`src/rtl/cci_txn_tracker.sv`:
```
// CCI transaction tracker: snoops request/response channels, tracks outstanding
// mdata tags per channel, accumulates latency statistics and raises sticky
// protocol-anomaly flags (duplicate tag, orphan response, timeout).
module cci_txn_tracker #(
  parameter int unsigned NUM_CH         = 2,
  parameter int unsigned TAG_WIDTH      = 5,
  parameter int unsigned TS_WIDTH       = 16,
  parameter int unsigned TIMEOUT_CYCLES = 4096,
  parameter int unsigned CNT_WIDTH      = 32
) (
  input  logic                              clk,
  input  logic                              sys_reset,
  input  logic                              enable,
  input  logic                              clear,
  input  logic [NUM_CH-1:0]                 req_valid,
  input  logic [NUM_CH*TAG_WIDTH-1:0]       req_tag,
  input  logic [NUM_CH-1:0]                 rsp_valid,
  input  logic [NUM_CH*TAG_WIDTH-1:0]       rsp_tag,
  output logic [NUM_CH*(TAG_WIDTH+1)-1:0]   outstanding,
  output logic [NUM_CH*CNT_WIDTH-1:0]       req_count,
  output logic [NUM_CH*CNT_WIDTH-1:0]       rsp_count,
  output logic [NUM_CH*CNT_WIDTH-1:0]       lat_sum,
  output logic [NUM_CH*TS_WIDTH-1:0]        lat_max,
  output logic [NUM_CH-1:0]                 err_dup,
  output logic [NUM_CH-1:0]                 err_orphan,
  output logic [NUM_CH-1:0]                 err_timeout,
  output logic [NUM_CH*TAG_WIDTH-1:0]       first_err_tag
);

  localparam int unsigned NSLOT = 1 << TAG_WIDTH;
  // Latency sum is formed one bit wider than the wider operand to catch overflow.
  localparam int unsigned SW    = ((CNT_WIDTH > TS_WIDTH) ? CNT_WIDTH : TS_WIDTH) + 1;
  localparam logic [TS_WIDTH-1:0]  TO_TS    = TS_WIDTH'(TIMEOUT_CYCLES);
  localparam logic [CNT_WIDTH-1:0] CNT_MAX  = '1;
  localparam logic [SW-1:0]        SUM_MAX  = {{(SW-CNT_WIDTH){1'b0}}, {CNT_WIDTH{1'b1}}};

  logic [TS_WIDTH-1:0] r_now;

  // Free-running timestamp, cleared only by reset.
  always_ff @(posedge clk or posedge sys_reset) begin
    if (sys_reset) r_now <= '0;
    else           r_now <= r_now + 1'b1;
  end

  for (genvar g = 0; g < NUM_CH; g++) begin : g_ch
    logic [NSLOT-1:0]     r_pending;
    logic [TS_WIDTH-1:0]  r_ts [NSLOT];
    logic [TAG_WIDTH-1:0] r_scan;
    logic                 r_fe_cap;
    logic [TAG_WIDTH-1:0] r_fe_tag;
    logic [TAG_WIDTH:0]   r_out;
    logic [CNT_WIDTH-1:0] r_req_cnt;
    logic [CNT_WIDTH-1:0] r_rsp_cnt;
    logic [CNT_WIDTH-1:0] r_lat_sum;
    logic [TS_WIDTH-1:0]  r_lat_max;
    logic                 r_err_dup;
    logic                 r_err_orp;
    logic                 r_err_to;

    logic [TAG_WIDTH-1:0] w_rt;
    logic [TAG_WIDTH-1:0] w_qt;
    logic                 w_rsp_hit;
    logic                 w_orphan;
    logic                 w_req;
    logic                 w_req_pend;
    logic                 w_dup;
    logic                 w_req_acc;
    logic [TS_WIDTH-1:0]  w_lat;
    logic [SW-1:0]        w_sum;
    logic                 w_scan_rsp;
    logic                 w_scan_req;
    logic                 w_scan_pend;
    logic [TS_WIDTH-1:0]  w_scan_ts;
    logic [TS_WIDTH-1:0]  w_age;
    logic                 w_to;
    logic                 w_any_err;
    logic [TAG_WIDTH-1:0] w_err_tag;

    // Decode this cycle's events in order: response, then request, then scan.
    always_comb begin
      w_rt       = rsp_tag[g*TAG_WIDTH +: TAG_WIDTH];
      w_qt       = req_tag[g*TAG_WIDTH +: TAG_WIDTH];
      w_rsp_hit  = enable & rsp_valid[g] & r_pending[w_rt];
      w_orphan   = enable & rsp_valid[g] & ~r_pending[w_rt];
      w_req      = enable & req_valid[g];
      // A same-cycle matched response frees the slot for legal reuse.
      w_req_pend = r_pending[w_qt] & ~(w_rsp_hit & (w_rt == w_qt));
      w_dup      = w_req & w_req_pend;
      w_req_acc  = w_req & ~w_req_pend;
      w_lat      = r_now - r_ts[w_rt];
      w_sum      = {{(SW-CNT_WIDTH){1'b0}}, r_lat_sum} + {{(SW-TS_WIDTH){1'b0}}, w_lat};
      // Scan sees the slot as it stands after this cycle's response and request.
      w_scan_rsp  = w_rsp_hit & (w_rt == r_scan);
      w_scan_req  = w_req_acc & (w_qt == r_scan);
      w_scan_pend = (r_pending[r_scan] & ~w_scan_rsp) | w_scan_req;
      w_scan_ts   = w_scan_req ? r_now : r_ts[r_scan];
      w_age       = r_now - w_scan_ts;
      w_to        = enable & w_scan_pend & (w_age >= TO_TS);
      w_any_err   = w_orphan | w_dup | w_to;
      w_err_tag   = w_orphan ? w_rt : (w_dup ? w_qt : r_scan);
    end

    // Issue timestamps; only read while the slot is pending, so no reset needed.
    always_ff @(posedge clk) begin
      if (w_req_acc) r_ts[w_qt] <= r_now;
    end

    // Outstanding-tag tracking and scan pointer; untouched by clear.
    always_ff @(posedge clk or posedge sys_reset) begin
      if (sys_reset) begin
        r_pending <= '0;
        r_scan    <= '0;
        r_out     <= '0;
      end else begin
        if (w_rsp_hit) r_pending[w_rt] <= 1'b0;
        if (w_req_acc) r_pending[w_qt] <= 1'b1;
        if (enable)    r_scan <= r_scan + 1'b1;
        case ({w_req_acc, w_rsp_hit})
          2'b10:   r_out <= r_out + 1'b1;
          2'b01:   r_out <= r_out - 1'b1;
          default: r_out <= r_out;
        endcase
      end
    end

    // Statistics and sticky errors; clear wins over same-cycle events.
    always_ff @(posedge clk or posedge sys_reset) begin
      if (sys_reset) begin
        r_req_cnt <= '0;
        r_rsp_cnt <= '0;
        r_lat_sum <= '0;
        r_lat_max <= '0;
        r_err_dup <= 1'b0;
        r_err_orp <= 1'b0;
        r_err_to  <= 1'b0;
        r_fe_cap  <= 1'b0;
        r_fe_tag  <= '0;
      end else if (clear) begin
        r_req_cnt <= '0;
        r_rsp_cnt <= '0;
        r_lat_sum <= '0;
        r_lat_max <= '0;
        r_err_dup <= 1'b0;
        r_err_orp <= 1'b0;
        r_err_to  <= 1'b0;
        r_fe_cap  <= 1'b0;
        r_fe_tag  <= '0;
      end else begin
        if (w_req && (r_req_cnt != CNT_MAX)) r_req_cnt <= r_req_cnt + 1'b1;
        if (w_rsp_hit) begin
          if (r_rsp_cnt != CNT_MAX) r_rsp_cnt <= r_rsp_cnt + 1'b1;
          if (w_sum > SUM_MAX) r_lat_sum <= CNT_MAX;
          else                 r_lat_sum <= w_sum[CNT_WIDTH-1:0];
          if (w_lat > r_lat_max) r_lat_max <= w_lat;
        end
        if (w_orphan) r_err_orp <= 1'b1;
        if (w_dup)    r_err_dup <= 1'b1;
        if (w_to)     r_err_to  <= 1'b1;
        if (w_any_err && !r_fe_cap) begin
          r_fe_cap <= 1'b1;
          r_fe_tag <= w_err_tag;
        end
      end
    end

    assign outstanding[g*(TAG_WIDTH+1) +: TAG_WIDTH+1] = r_out;
    assign req_count[g*CNT_WIDTH +: CNT_WIDTH]         = r_req_cnt;
    assign rsp_count[g*CNT_WIDTH +: CNT_WIDTH]         = r_rsp_cnt;
    assign lat_sum[g*CNT_WIDTH +: CNT_WIDTH]           = r_lat_sum;
    assign lat_max[g*TS_WIDTH +: TS_WIDTH]             = r_lat_max;
    assign err_dup[g]                                  = r_err_dup;
    assign err_orphan[g]                               = r_err_orp;
    assign err_timeout[g]                              = r_err_to;
    assign first_err_tag[g*TAG_WIDTH +: TAG_WIDTH]     = r_fe_tag;
  end

endmodule
```
`config.mk`:
```
export PLATFORM = sky130hd
export DESIGN_NAME = cci_txn_tracker
export DESIGN_NICKNAME = d
export VERILOG_FILES = /design/src/rtl/cci_txn_tracker.sv
export SDC_FILE = /design/constraint.sdc
export NUM_CORES = 2
export LEC_CHECK = 0
export BUFFER_PORTS_ARGS = -buffer_cell sky130_fd_sc_hd__buf_2
export CAP_MARGIN = 20
export CORE_ASPECT_RATIO = 2
export CORE_MARGIN = 4
export CORE_UTILIZATION = 61
export CTS_CLUSTER_DIAMETER = 30
export DETAILED_ROUTE_END_ITERATION = 10
export PLACE_DENSITY = 0.82
export SLEW_MARGIN = 10
export SYNTH_ARGS = -nofsm -noshare
export SYNTH_HDL_FRONTEND = slang
export SYNTH_SLANG_ARGS = --single-unit
```
`constraint.sdc`:
```
create_clock -name clk -period 15.51 [get_ports clk]
set_input_delay 2.3265 -clock clk [delete_from_list [all_inputs] [get_ports clk]]
set_output_delay 2.3265 -clock clk [all_outputs]
set_load 0.02 [all_outputs]
```
==> run summary <==
status = completed
Top Family by Delay on Critical Path = compound AO/OA/AOI/OAI gates
final instance area = 0.0783 sq mm
DR iter-0 viols = 5959
Peak VDD IR = 0.137 mV
hpwl dp = 142000 um
total die area = 0.120 sq mm
first-pass GRT wire length = 320000 um
Worst Tran Pin Value = 1.33 ns
top-count cell post-synth = edfxtp_1
final WL = 218000 um
Initial Utilization = 61.6%
share of layout cells above drive strength 1 = 28.1%
Hold EP = g_ch[1].r_out[5]$_DFFE_PP0P_
TritonCTS Sinks = 1368
Register-to-Register Setup Slack = 8.43 ns
CTS buffer count = 158
All-Layer GR Usage = 36.8%
post-CTS setup buffer count = 0
CP max stage delay = 0.67 ns
FP Rows = 174
maximum clock path buffer count = 3
Distinct cells, synth = 95
GP Congestion = 0.945
P per Cell Area = 124 mW/mm^2
Power Total = 0.00972 W
WHS Path Cells = 1
Port Buf Inserts = 279
Synth Warn # = 0
CP endpoint kind = flop
dpl cell area = 0.0727 sq mm
Worst path slowest cell = buf_4
IO Pins = 280
die span in x = 247 um
H-tree levels = 4
via count = 47300
FFs w/ async S/R, synth = 25.1%
final setup fails = 0
worst reg-to-reg path cell count = 17
fillers = 7081
Mapped Avg Cell Area = 15.2 sq um
Final nets = 5027
Resize count post-CTS = 0
Vias/cell = 7.30
Req. time, crit path = 16.20 ns
Post-CTS Hold Buffers = 0
Worst Setup Start Kind = primary input
pre-CTS setup slack = 5.40 ns
RSZ-0062 raised after global routing = no
register clock-pin slew on the reported worst setup and hold paths = 0.06 ns
Clock Latency Late Sink = 0.82 ns
Worst EP arrival = 10.10 ns
synthesized area = 0.0694 sq mm
setup ws final = 6.10 ns
r2r startpoint = g_ch[0].r_scan[0]$_DFFE_PP0P_
post-route ant nets = 0
final max-slew violation count = 0
Die Ht = 485 um
Area Overhead vs Synth = 12.7%
Post-synth top cells = edfxtp_1, mux4_2, dfrtp_1
Final Cycle Share = 60.7%
Final Skew = 0.0464 ns
Pre-antenna DRT Iters = 9
register bit count reported by yosys = 1368
Congestion Overflow GR = 0
largest net degree at the start of global routing = 98
worst-path fanout max = 65
worst hold path type = flop to flop
largest area contributor in the netlist = edfxtp_1
number of synthesized flops with an enable pin = 1024
initial antenna violation count = 3
Max-slew headroom = 11.5%
Final Hold Fails = 0
RR Endpoint = g_ch[0].r_fe_tag[4]$_DFFE_PP0P_
post-synth top area share = 44.3%
Seq/Total Area, Yosys = 56.7%
synth top area cells = edfxtp_1, mux4_2, dfrtp_1, ha_1, mux2i_1
Post-Synthesis Cells = 4581
Core Box Area = 0.113 sq mm
hold path startpoint = g_ch[1].r_out[5]$_DFFE_PP0P_
P_leak = 30.0 nW
Max-cap violations = 0
Final min period = 9.41 ns
DRC Markers = 0
Most common cell on crit path = a21o_1
Root Driver = clkbuf_16
Routed WL per cell = 33.7 um
WP buf/inv = 4
Peak Freq = 106 MHz
WS Path Type = primary input to flop
CTS tree = yes
vias in the first global route = 48200
setup tns final = 0 ns
Primary FF master, synth = edfxtp_1
Syn Nets = 4764
logic make-up (layout without fill, tap and decap cells):
family | Yosys count | in the layout | synth area share, %
compound gates | 748 | 748 | 7.01
fa+ha+maj | 155 | 155 | 2.86
other cells | 0 | 3 | 0
mux | 738 | 738 | 21.5
simple gates | 947 | 947 | 6.88
buf+inv | 420 | 814 | 2.51
xor+xnor | 205 | 205 | 2.59
flops | 1368 | 1368 | 56.7
report_power, final:
part	internal, W	switching (W)	leakage [nW]
Combinational	0.000708	0.000932	11.6
Clock	0.00225	0.00165	2.67
Sequential	0.00398	0.000208	15.8
Total	0.00693	0.00279	30.0
cell type report:
class | instances | area, sq um | share of cell area [%]
sequential | 1368 | 39400 | 50.3
multi-input combinational | 2793 | 28600 | 36.6
clock buffer | 182 | 4180 | 5.34
timing repair buffer | 404 | 2410 | 3.08
tap | 1496 | 1870 | 2.39
clock inverter | 109 | 1330 | 1.70
inverter | 119 | 455 | 0.582
antenna | 3 | 7.51 | 0.00959
layer usage:
metal	up-vias	wire length (um)	track usage, %
met3	1102	22100	8.77
met4	0	25400	32.2
met1	23700	62800	39.2
met2	3537	108000	60.6
met5	-	0	0
li1	18900	-	-
through the flow:
step	std cells	hold WS (ns)	util, %
after floorplan	4581	0.467	-
after global placement	6177	0.450	64.5
after detailed placement	6177	0.467	64.5
after CTS	6468	0.474	69.4
after global routing	6472	0.496	69.4
final	6474	0.468	69.4
layout by cell type, fill, tap and decap left out, drive strengths merged, types with 96 or more instances in the layout:
cell type and instances:
edfxtp 1024, mux4 601, buf 402, dfrtp 344
nor2 276, o21ai 235, nand2 184, clkbuf 184
inv 153, ha 149, mux2i 127, a21oi 126
xor2 109, a22oi 104, xnor2 96
worst register-to-register path: stages, from the launching register on:
cell and delay [ns]:
dfrtp_4 0.87, buf_4 0.69, buf_4 0.79, mux4_2 0.73, mux4_2 0.50, mux2i_1 0.38, nor2_1 0.08, a21oi_1 0.14
ha_1 0.16, nand4_1 0.11, a211oi_1 0.64, o41ai_1 0.19, or2_2 0.36, a211oi_1 0.26, clkbuf_4 0.23, o21bai_1 0.12
a41oi_2 0.50, mux2i_1 0.26
flip-flops by register name (all words and copies together), names as in the netlist, 10 cells and up:
name,cells
g_ch.r_lat_sum,64
g_ch.r_lat_max,32
g_ch.r_out,12
r_now,16
g_ch.r_pending,64
g_ch.r_scan,10
g_ch.r_rsp_cnt,64
g_ch.r_req_cnt,64
g_ch.r_fe_tag,10
g_ch.r_ts,1024
worst max path at each step:
| stage | slack [ns] | startpoint | cells after the start | endpoint |
|---|---|---|---|---|
| finish | 6.10 | rsp_tag[1] | 25 | g_ch[0].r_lat_sum[25]$_DFFE_PP0P_ |
| global route | 5.63 | rsp_tag[5] | 23 | g_ch[1].r_lat_sum[29]$_DFFE_PP0P_ |
| CTS | 6.23 | rsp_tag[5] | 23 | g_ch[1].r_lat_sum[29]$_DFFE_PP0P_ |
| detailed placement | 5.40 | rsp_tag[5] | 23 | g_ch[1].r_lat_sum[29]$_DFFE_PP0P_ |
| global placement | 5.53 | rsp_tag[5] | 23 | g_ch[1].r_lat_sum[29]$_DFFE_PP0P_ |
| floorplan | 3.65 | sys_reset | 1 | g_ch[0].r_err_dup$_DFFE_PP0P_ |
No activity file was read; power rests on OpenSTA's default activity.
